File: src/rtl/multicycle_controller.sv
// rtl/multicycle_controller.sv - multicycle processor main FSM, ALU decoder and write-enable gating
module multicycle_controller (
  input  logic       clk,
  input  logic       reset,
  input  logic [1:0] Op,
  input  logic [5:0] Funct,
  input  logic [3:0] Rd,
  input  logic       CondEx,
  output logic       PCWrite,
  output logic       AdrSrc,
  output logic       MemW,
  output logic       IRWrite,
  output logic       RegW,
  output logic [1:0] ResultSrc,
  output logic       ALUSrcA,
  output logic [1:0] ALUSrcB,
  output logic [1:0] ImmSrc,
  output logic [1:0] RegSrc,
  output logic [2:0] ALUControl,
  output logic [1:0] FlagW,
  output logic       NoWrite,
  output logic [3:0] State
);

  typedef enum logic [3:0] {
    FETCH  = 4'd0,
    DECODE = 4'd1,
    MEMADR = 4'd2,
    MEMRD  = 4'd3,
    MEMWB  = 4'd4,
    MEMWR  = 4'd5,
    EXECR  = 4'd6,
    EXECI  = 4'd7,
    ALUWB  = 4'd8,
    BRANCH = 4'd9
  } state_t;

  state_t     state_q, state_d;
  logic       nowrite_q, nowrite_d;

  logic       next_pc, branch, reg_write, mem_write, ir_write, alu_op;
  logic [3:0] cmd;
  logic       is_cmp;
  logic [1:0] flagw_raw;
  logic       ok;

  assign cmd    = Funct[4:1];
  assign is_cmp = (cmd == 4'b1010);
  assign ok     = ~reset;

  // State and held compare flag; the flag only lives across EXECx -> ALUWB of a data-processing op
  always_ff @(posedge clk) begin
    if (reset) begin
      state_q   <= FETCH;
      nowrite_q <= 1'b0;
    end else begin
      state_q   <= state_d;
      nowrite_q <= nowrite_d;
    end
  end

  // Next-state logic, plus the rule for what the held compare flag becomes
  always_comb begin
    state_d   = FETCH;
    nowrite_d = 1'b0;
    case (state_q)
      FETCH:  state_d = DECODE;
      DECODE: begin
        case (Op)
          2'b01:   state_d = MEMADR;
          2'b00:   state_d = Funct[5] ? EXECI : EXECR;
          2'b10:   state_d = BRANCH;
          default: state_d = FETCH;
        endcase
        nowrite_d = (Op == 2'b00) & is_cmp;
      end
      MEMADR: state_d = Funct[0] ? MEMRD : MEMWR;
      MEMRD:  state_d = MEMWB;
      MEMWB:  state_d = FETCH;
      MEMWR:  state_d = FETCH;
      EXECR: begin
        state_d   = ALUWB;
        nowrite_d = nowrite_q;
      end
      EXECI: begin
        state_d   = ALUWB;
        nowrite_d = nowrite_q;
      end
      ALUWB:  state_d = FETCH;
      BRANCH: state_d = FETCH;
      default: state_d = FETCH;
    endcase
  end

  // Per-state datapath selects and raw (ungated) enables
  always_comb begin
    next_pc   = 1'b0;
    branch    = 1'b0;
    reg_write = 1'b0;
    mem_write = 1'b0;
    ir_write  = 1'b0;
    alu_op    = 1'b0;
    AdrSrc    = 1'b0;
    ALUSrcA   = 1'b0;
    ALUSrcB   = 2'b00;
    ResultSrc = 2'b00;
    case (state_q)
      FETCH: begin
        ALUSrcA   = 1'b1;
        ALUSrcB   = 2'b10;
        ResultSrc = 2'b10;
        ir_write  = 1'b1;
        next_pc   = 1'b1;
      end
      DECODE: begin
        ALUSrcA   = 1'b1;
        ALUSrcB   = 2'b10;
        ResultSrc = 2'b10;
      end
      MEMADR: ALUSrcB = 2'b01;
      MEMRD:  AdrSrc = 1'b1;
      MEMWB: begin
        ResultSrc = 2'b01;
        reg_write = 1'b1;
      end
      MEMWR: begin
        AdrSrc    = 1'b1;
        mem_write = 1'b1;
      end
      EXECR:  alu_op = 1'b1;
      EXECI: begin
        ALUSrcB = 2'b01;
        alu_op  = 1'b1;
      end
      ALUWB:  reg_write = 1'b1;
      BRANCH: begin
        ALUSrcB   = 2'b01;
        ResultSrc = 2'b10;
        branch    = 1'b1;
      end
      default: ;
    endcase
  end

  // ALU decoder: operation, compare indicator and raw flag enables
  always_comb begin
    ALUControl = 3'b000;
    NoWrite    = 1'b0;
    flagw_raw  = 2'b00;
    if (alu_op) begin
      case (cmd)
        4'b0100: ALUControl = 3'b000;
        4'b0010: ALUControl = 3'b001;
        4'b0000: ALUControl = 3'b010;
        4'b1100: ALUControl = 3'b011;
        4'b1010: begin
          ALUControl = 3'b001;
          NoWrite    = 1'b1;
        end
        default: ALUControl = 3'b000;
      endcase
      if (is_cmp) begin
        flagw_raw = 2'b11;
      end else begin
        flagw_raw[1] = Funct[0];
        flagw_raw[0] = Funct[0] & ((cmd == 4'b0100) | (cmd == 4'b0010));
      end
    end
  end

  // Architectural write enables: condition-gated, suppressed for compares, killed during reset
  assign MemW    = ok & mem_write & CondEx;
  assign RegW    = ok & reg_write & CondEx & ~nowrite_q;
  assign PCWrite = ok & (next_pc | (branch & CondEx) |
                         (reg_write & CondEx & (Rd == 4'd15) & ~nowrite_q));
  assign IRWrite = ok & ir_write;
  assign FlagW   = {2{ok & CondEx}} & flagw_raw;

  assign ImmSrc  = Op;
  assign RegSrc  = {(Op == 2'b01), (Op == 2'b10)};
  assign State   = state_q;

endmodule

File: config.mk
export PLATFORM = sky130hd
export DESIGN_NAME = multicycle_controller
export DESIGN_NICKNAME = d
export VERILOG_FILES = /design/src/rtl/multicycle_controller.sv
export SDC_FILE = /design/constraint.sdc
export NUM_CORES = 1
export LEC_CHECK = 0
export CAP_MARGIN = 20
export CORE_MARGIN = 5
export CORE_UTILIZATION = 35
export CTS_CLUSTER_DIAMETER = 120
export DETAILED_ROUTE_END_ITERATION = 16
export PLACE_DENSITY = 0.83
export SLEW_MARGIN = 20
export SYNTH_ARGS = -nofsm -noshare
export SYNTH_HDL_FRONTEND = slang
export SYNTH_SLANG_ARGS = --single-unit
File: constraint.sdc
create_clock -name clk -period 2.9 [get_ports clk]
set_clock_uncertainty 0.2 [all_clocks]
set_input_delay 0.725 -clock clk [delete_from_list [all_inputs] [get_ports clk]]
set_output_delay 0.725 -clock clk [all_outputs]
set_load 0.02 [all_outputs]
After elaboration in Yosys (flattened, before gate mapping) --
Cells that the tools add are included.
Storage, ports and cells: flip-flop bits (word level) 5, input port bits 15, output and inout port bits 24, logic and storage cells 68
Operators by class: equality and inequality tests 16, multiplexer cells 20, bitwise gates (word level) 20, reductions and logical operators 10
Operators by type and width (count):
- equality test 4 x 3 -> 1 bit (second input constant) | 5
- equality test 4 bit (second input constant) | 5
- case mux 4 bit (5 select lines) | 1
- bitwise AND 1 bit | 14
- equality test 4 x 2 -> 1 bit (second input constant) | 3
- case mux 4 bit (3 select lines) | 1
- two-way mux 1 bit | 10
- OR reduction 2 bit | 5
- logical NOT 4 bit | 2
- case mux 2 bit (2 select lines) | 2
- two-way mux 2 bit | 3
- case mux 2 bit (3 select lines) | 1
- OR reduction 3 bit | 2
- equality test 4 x 1 -> 1 bit (second input constant) | 1
- two-way mux 3 bit | 1
- OR 1 bit | 3
- bitwise AND 2 bit | 1
- equality test 2 x 1 -> 1 bit (second input constant) | 1
- equality test 2 bit (second input constant) | 1
- logical NOT 2 bit | 1
- NOT 1 bit | 2
- case mux 1 bit (2 select lines) | 1

Longest topological paths before layout --
depth in word-level cells 8, depth in mapped cells 4, depth with buffers taken out 3

Least setup slack after synthesis --
OpenSTA, ideal clock, no wires.
kind input to output, start point input reset, end point output PCWrite, arrival time 1.832 ns, path slack 0.143 ns, stages 3, buffers on the path 0, path through nand2b_4 > a2111o_1 > o31ai_1
On the way: word-level cells in the longest chain between the ends 2
Ends and longest elaborated chain:
- from (decl) | line 4 | input logic reset,
- NOT 1 bit | line 49 | assign ok = ~reset;
- bitwise AND 1 bit | line 174 | assign PCWrite = ok & (next_pc | (branch & CondEx) |
- to (decl) | line 9 | output logic PCWrite,
Every way passes these cells.

Final worst setup path --
start point input Op[1], end point output ImmSrc[1]
RTL lines:
- from (decl) | line 5 | input logic [1:0] Op,
- to (decl) | line 17 | output logic [1:0] ImmSrc,
No word-level cell between the ends.

==> flow_summary.ini <==
[status]
result_of_the_run = finished clean

[synthesis]
synth_area_um2 = 523.0
synth_seq_cells = 5
synth_compound_area_share_pct = 19.38
synth_top_area_share_pct = 19.14
synth_fp_nets = 84
post-synth-top-count-cell = nor3_1
largest_family_of_logic_cells_by_synthesized_area = simple AND/OR/NAND/NOR gates
postSynthCellCount = 69
postSynth.topFlopCell = dfxtp_1
synthSimpleGateAreaFrac_pct = 44.74
synthArstFlopShare_pct = 0
yosys.cell_types.count = 31
number_of_synthesized_flops_with_an_enable_pin = 0
synth.area.mux_share_pct = 0
synth_common_cells = nor3_1 (10), buf_4 (6), nand2b_1 (6), nor2_1 (6), dfxtp_1 (5)
yosys.area_share.adder_pct = 0
synth_top_cell_by_area = dfxtp_1
ys_seq_area_share_pct = 19.14
synth.yosys.warnings = 0
yosys-top-cells-area = dfxtp_1 (19%), nor3_1 (9.6%), buf_4 (8.6%)
synthesis.area_per_instance_um2 = 7.580
synth-xor-area-share_pct = 5.024

[placement]
placed_cells_incl_taps = 131
routabilityCongestion = 0.7301
io_buffers = 37
hpwlAfterDp_mm = 1.409
post_dp_cell_area_um2 = 983.4
preCtsSetupSlack_ps = -620.9

[finish]
num_antenna_cells = 0
layout-area-overhead-vs-synth_pct = 94.98
fraction_of_layout_cells_with_a_size_suffix_above_1_pct = 28.33
stdcell_count = 136
finish.net_count = 136
final_cell_area_mm2 = 0.001020

[cts]
clock_sinks = 5
htreeDepth = 1
cts.path.max_buffers = 2
numCtsBuffers = 3
clock_tree.root_cell = clkbuf_4
cts-hold-fix-buffers = 0
tritoncts = yes
skew_pair_late_insertion_delay_ps = 240
clkTransAtPathRegs_ps = 50

[power_and_ir_drop]
totalPowerFinal_uw = 303.0
powerDensity_mw_per_mm2 = 297.1
static-leakage-power_uw = 0.0004774
max-vdd-ir-drop_uv = 182.5

[worst_setup_path]
cp_slowest_cell = clkdlybuf4s50_1
end_kind = output pin
cp_data_required_time_ps = 1980
critPathLaunchType = primary input
timing.critical_path.arrival_ps = 1880
crit_buf_inv = 2
cp_max_fo = 4
criticalPathCategory = primary input to output pin
crit_path_max_incr_delay_ps = 630
timing.critical_path.max_delay_family = buffers and inverters
most_used_cell_cp = clkdlybuf4s50_1
timing.critical_path.cells = clkdlybuf4s50_1 > clkdlybuf4s50_1

[timing]
timing.final.crit_share_pct = 96.57
maxClockFrequency_mhz = 357.1
finalHoldViolCount = 0
timing.final.max_slew_violations = 0
period_needed_ps = 2800
fin_ws_ps = 99.51
final.hold.worst_slack_ps = 427.0
setup_viol = 0
rsz0062_at_grt = false

[die]
placeableCoreArea_mm2 = 0.001454
pin_count = 39
die-area_mm2 = 0.002367
die_height_um = 48.66
std_cell_rows = 14
die_width_um = 48.66
initial_core_util_pct = 35.97

[hold_path]
hold_path.class = register to register

[global_route]
grt_start_max_net_pins = 14
antenna_found_initial = 0
first_global_vias = 715
globalRouteTotalUtil_pct = 15.70
wire_length_of_the_first_global_routing_pass_mm = 3.036
grt-ovfl-total = 0

[route]
antenna_left = 0
drt-vias-per-instance = 5.360
detailedRoute.firstIterationViolations = 22
wire_per_inst_um = 13.83
drc_errors = 0
vias = 729
drt_pre_antenna_iters = 4
sum_of_routed_wire_length_over_all_layers_mm = 1.881

[flow_run]
drv_cap = 0
[cell type report]
class / count / area, um^2
clock buffer: 4 / 26.28
fill: 117 / 434.2
inverter: 2 / 7.507
multi-input combinational: 55 / 385.4
sequential: 5 / 101.3
tap: 16 / 20.02
timing repair buffer: 54 / 479.2
[path summary, 6_finish.rpt]
kind,startpoint,end,slack [ps],cells after the start
worst max register to register,State[3],nowrite_q,1270,5
worst min-delay path,State[0],State[0],430,1
worst max-delay path,Op[1],ImmSrc[1],100,2
worst min register to register,State[0],State[0],430,1
[cells in the final DEF, fill, tap and decap left out, types with 2 or more instances in the layout]
cell type and count:
a211oi_1 2, a21oi_1 2, buf_2 4, buf_4 19, clkbuf_4 3, clkdlybuf4s15_2 2
clkdlybuf4s50_1 20, dfxtp_1 4, dlygate4sd2_1 5, dlymetal6s2s_1 4, inv_1 2, nand2b_1 6
nand3b_1 2, nor2_1 6, nor2b_1 3, nor3_1 9, nor3b_1 2, o21ai_0 3
xor2_1 2
[sequential cells by signal (all words and copies together) (netlist names)]
name	count
nowrite_q	1
State	4
[per-stage QoR]
step,util [%],setup TNS [ps]
6_report,70.14,0
5_1_grt,70.14,0
4_1_cts,68.24,0
3_5_place_dp,67.64,-3910
3_3_place_gp,67.64,-3573
2_1_floorplan,-,0
[layer usage]
layer / routed length, um / GRT usage, % / vias up
met4: 15 / 8.969 / 0
li1: - / - / 350
met3: 129 / 5.521 / 4
met5: 0 / 0 / -
met2: 936 / 26.74 / 33
met1: 799 / 16.45 / 342
[worst register-to-register path, cell delays in order, from the launching register on]
cell and delay [ps]:
dfxtp_1 360, buf_4 160, or3_4 380, buf_4 160, nor4_2 160, a21o_1 150
[power by group]
| part | leakage, uW | internal (uW) | switching (uW) | total, uW |
|---|---|---|---|---|
| registers | 0.0000413 | 72.8 | 8.63 | 81.5 |
| logic | 0.000421 | 73.2 | 65.7 | 139 |
| clock network | 0.0000150 | 52.2 | 30.5 | 82.7 |
[logic make-up after synthesis]
kind of cell | after synthesis
other cells | 1
compound gates | 14
flops | 5
simple gates | 37
xor+xnor | 3
buf+inv | 9
[what timing repair did]
item                       4_1_cts  5_1_grt
gates resized for setup         44        6
buffers inserted                 0        1
setup endpoints to repair       11        5
pin swaps                        3        2
Power figures use the tool's default switching activity.
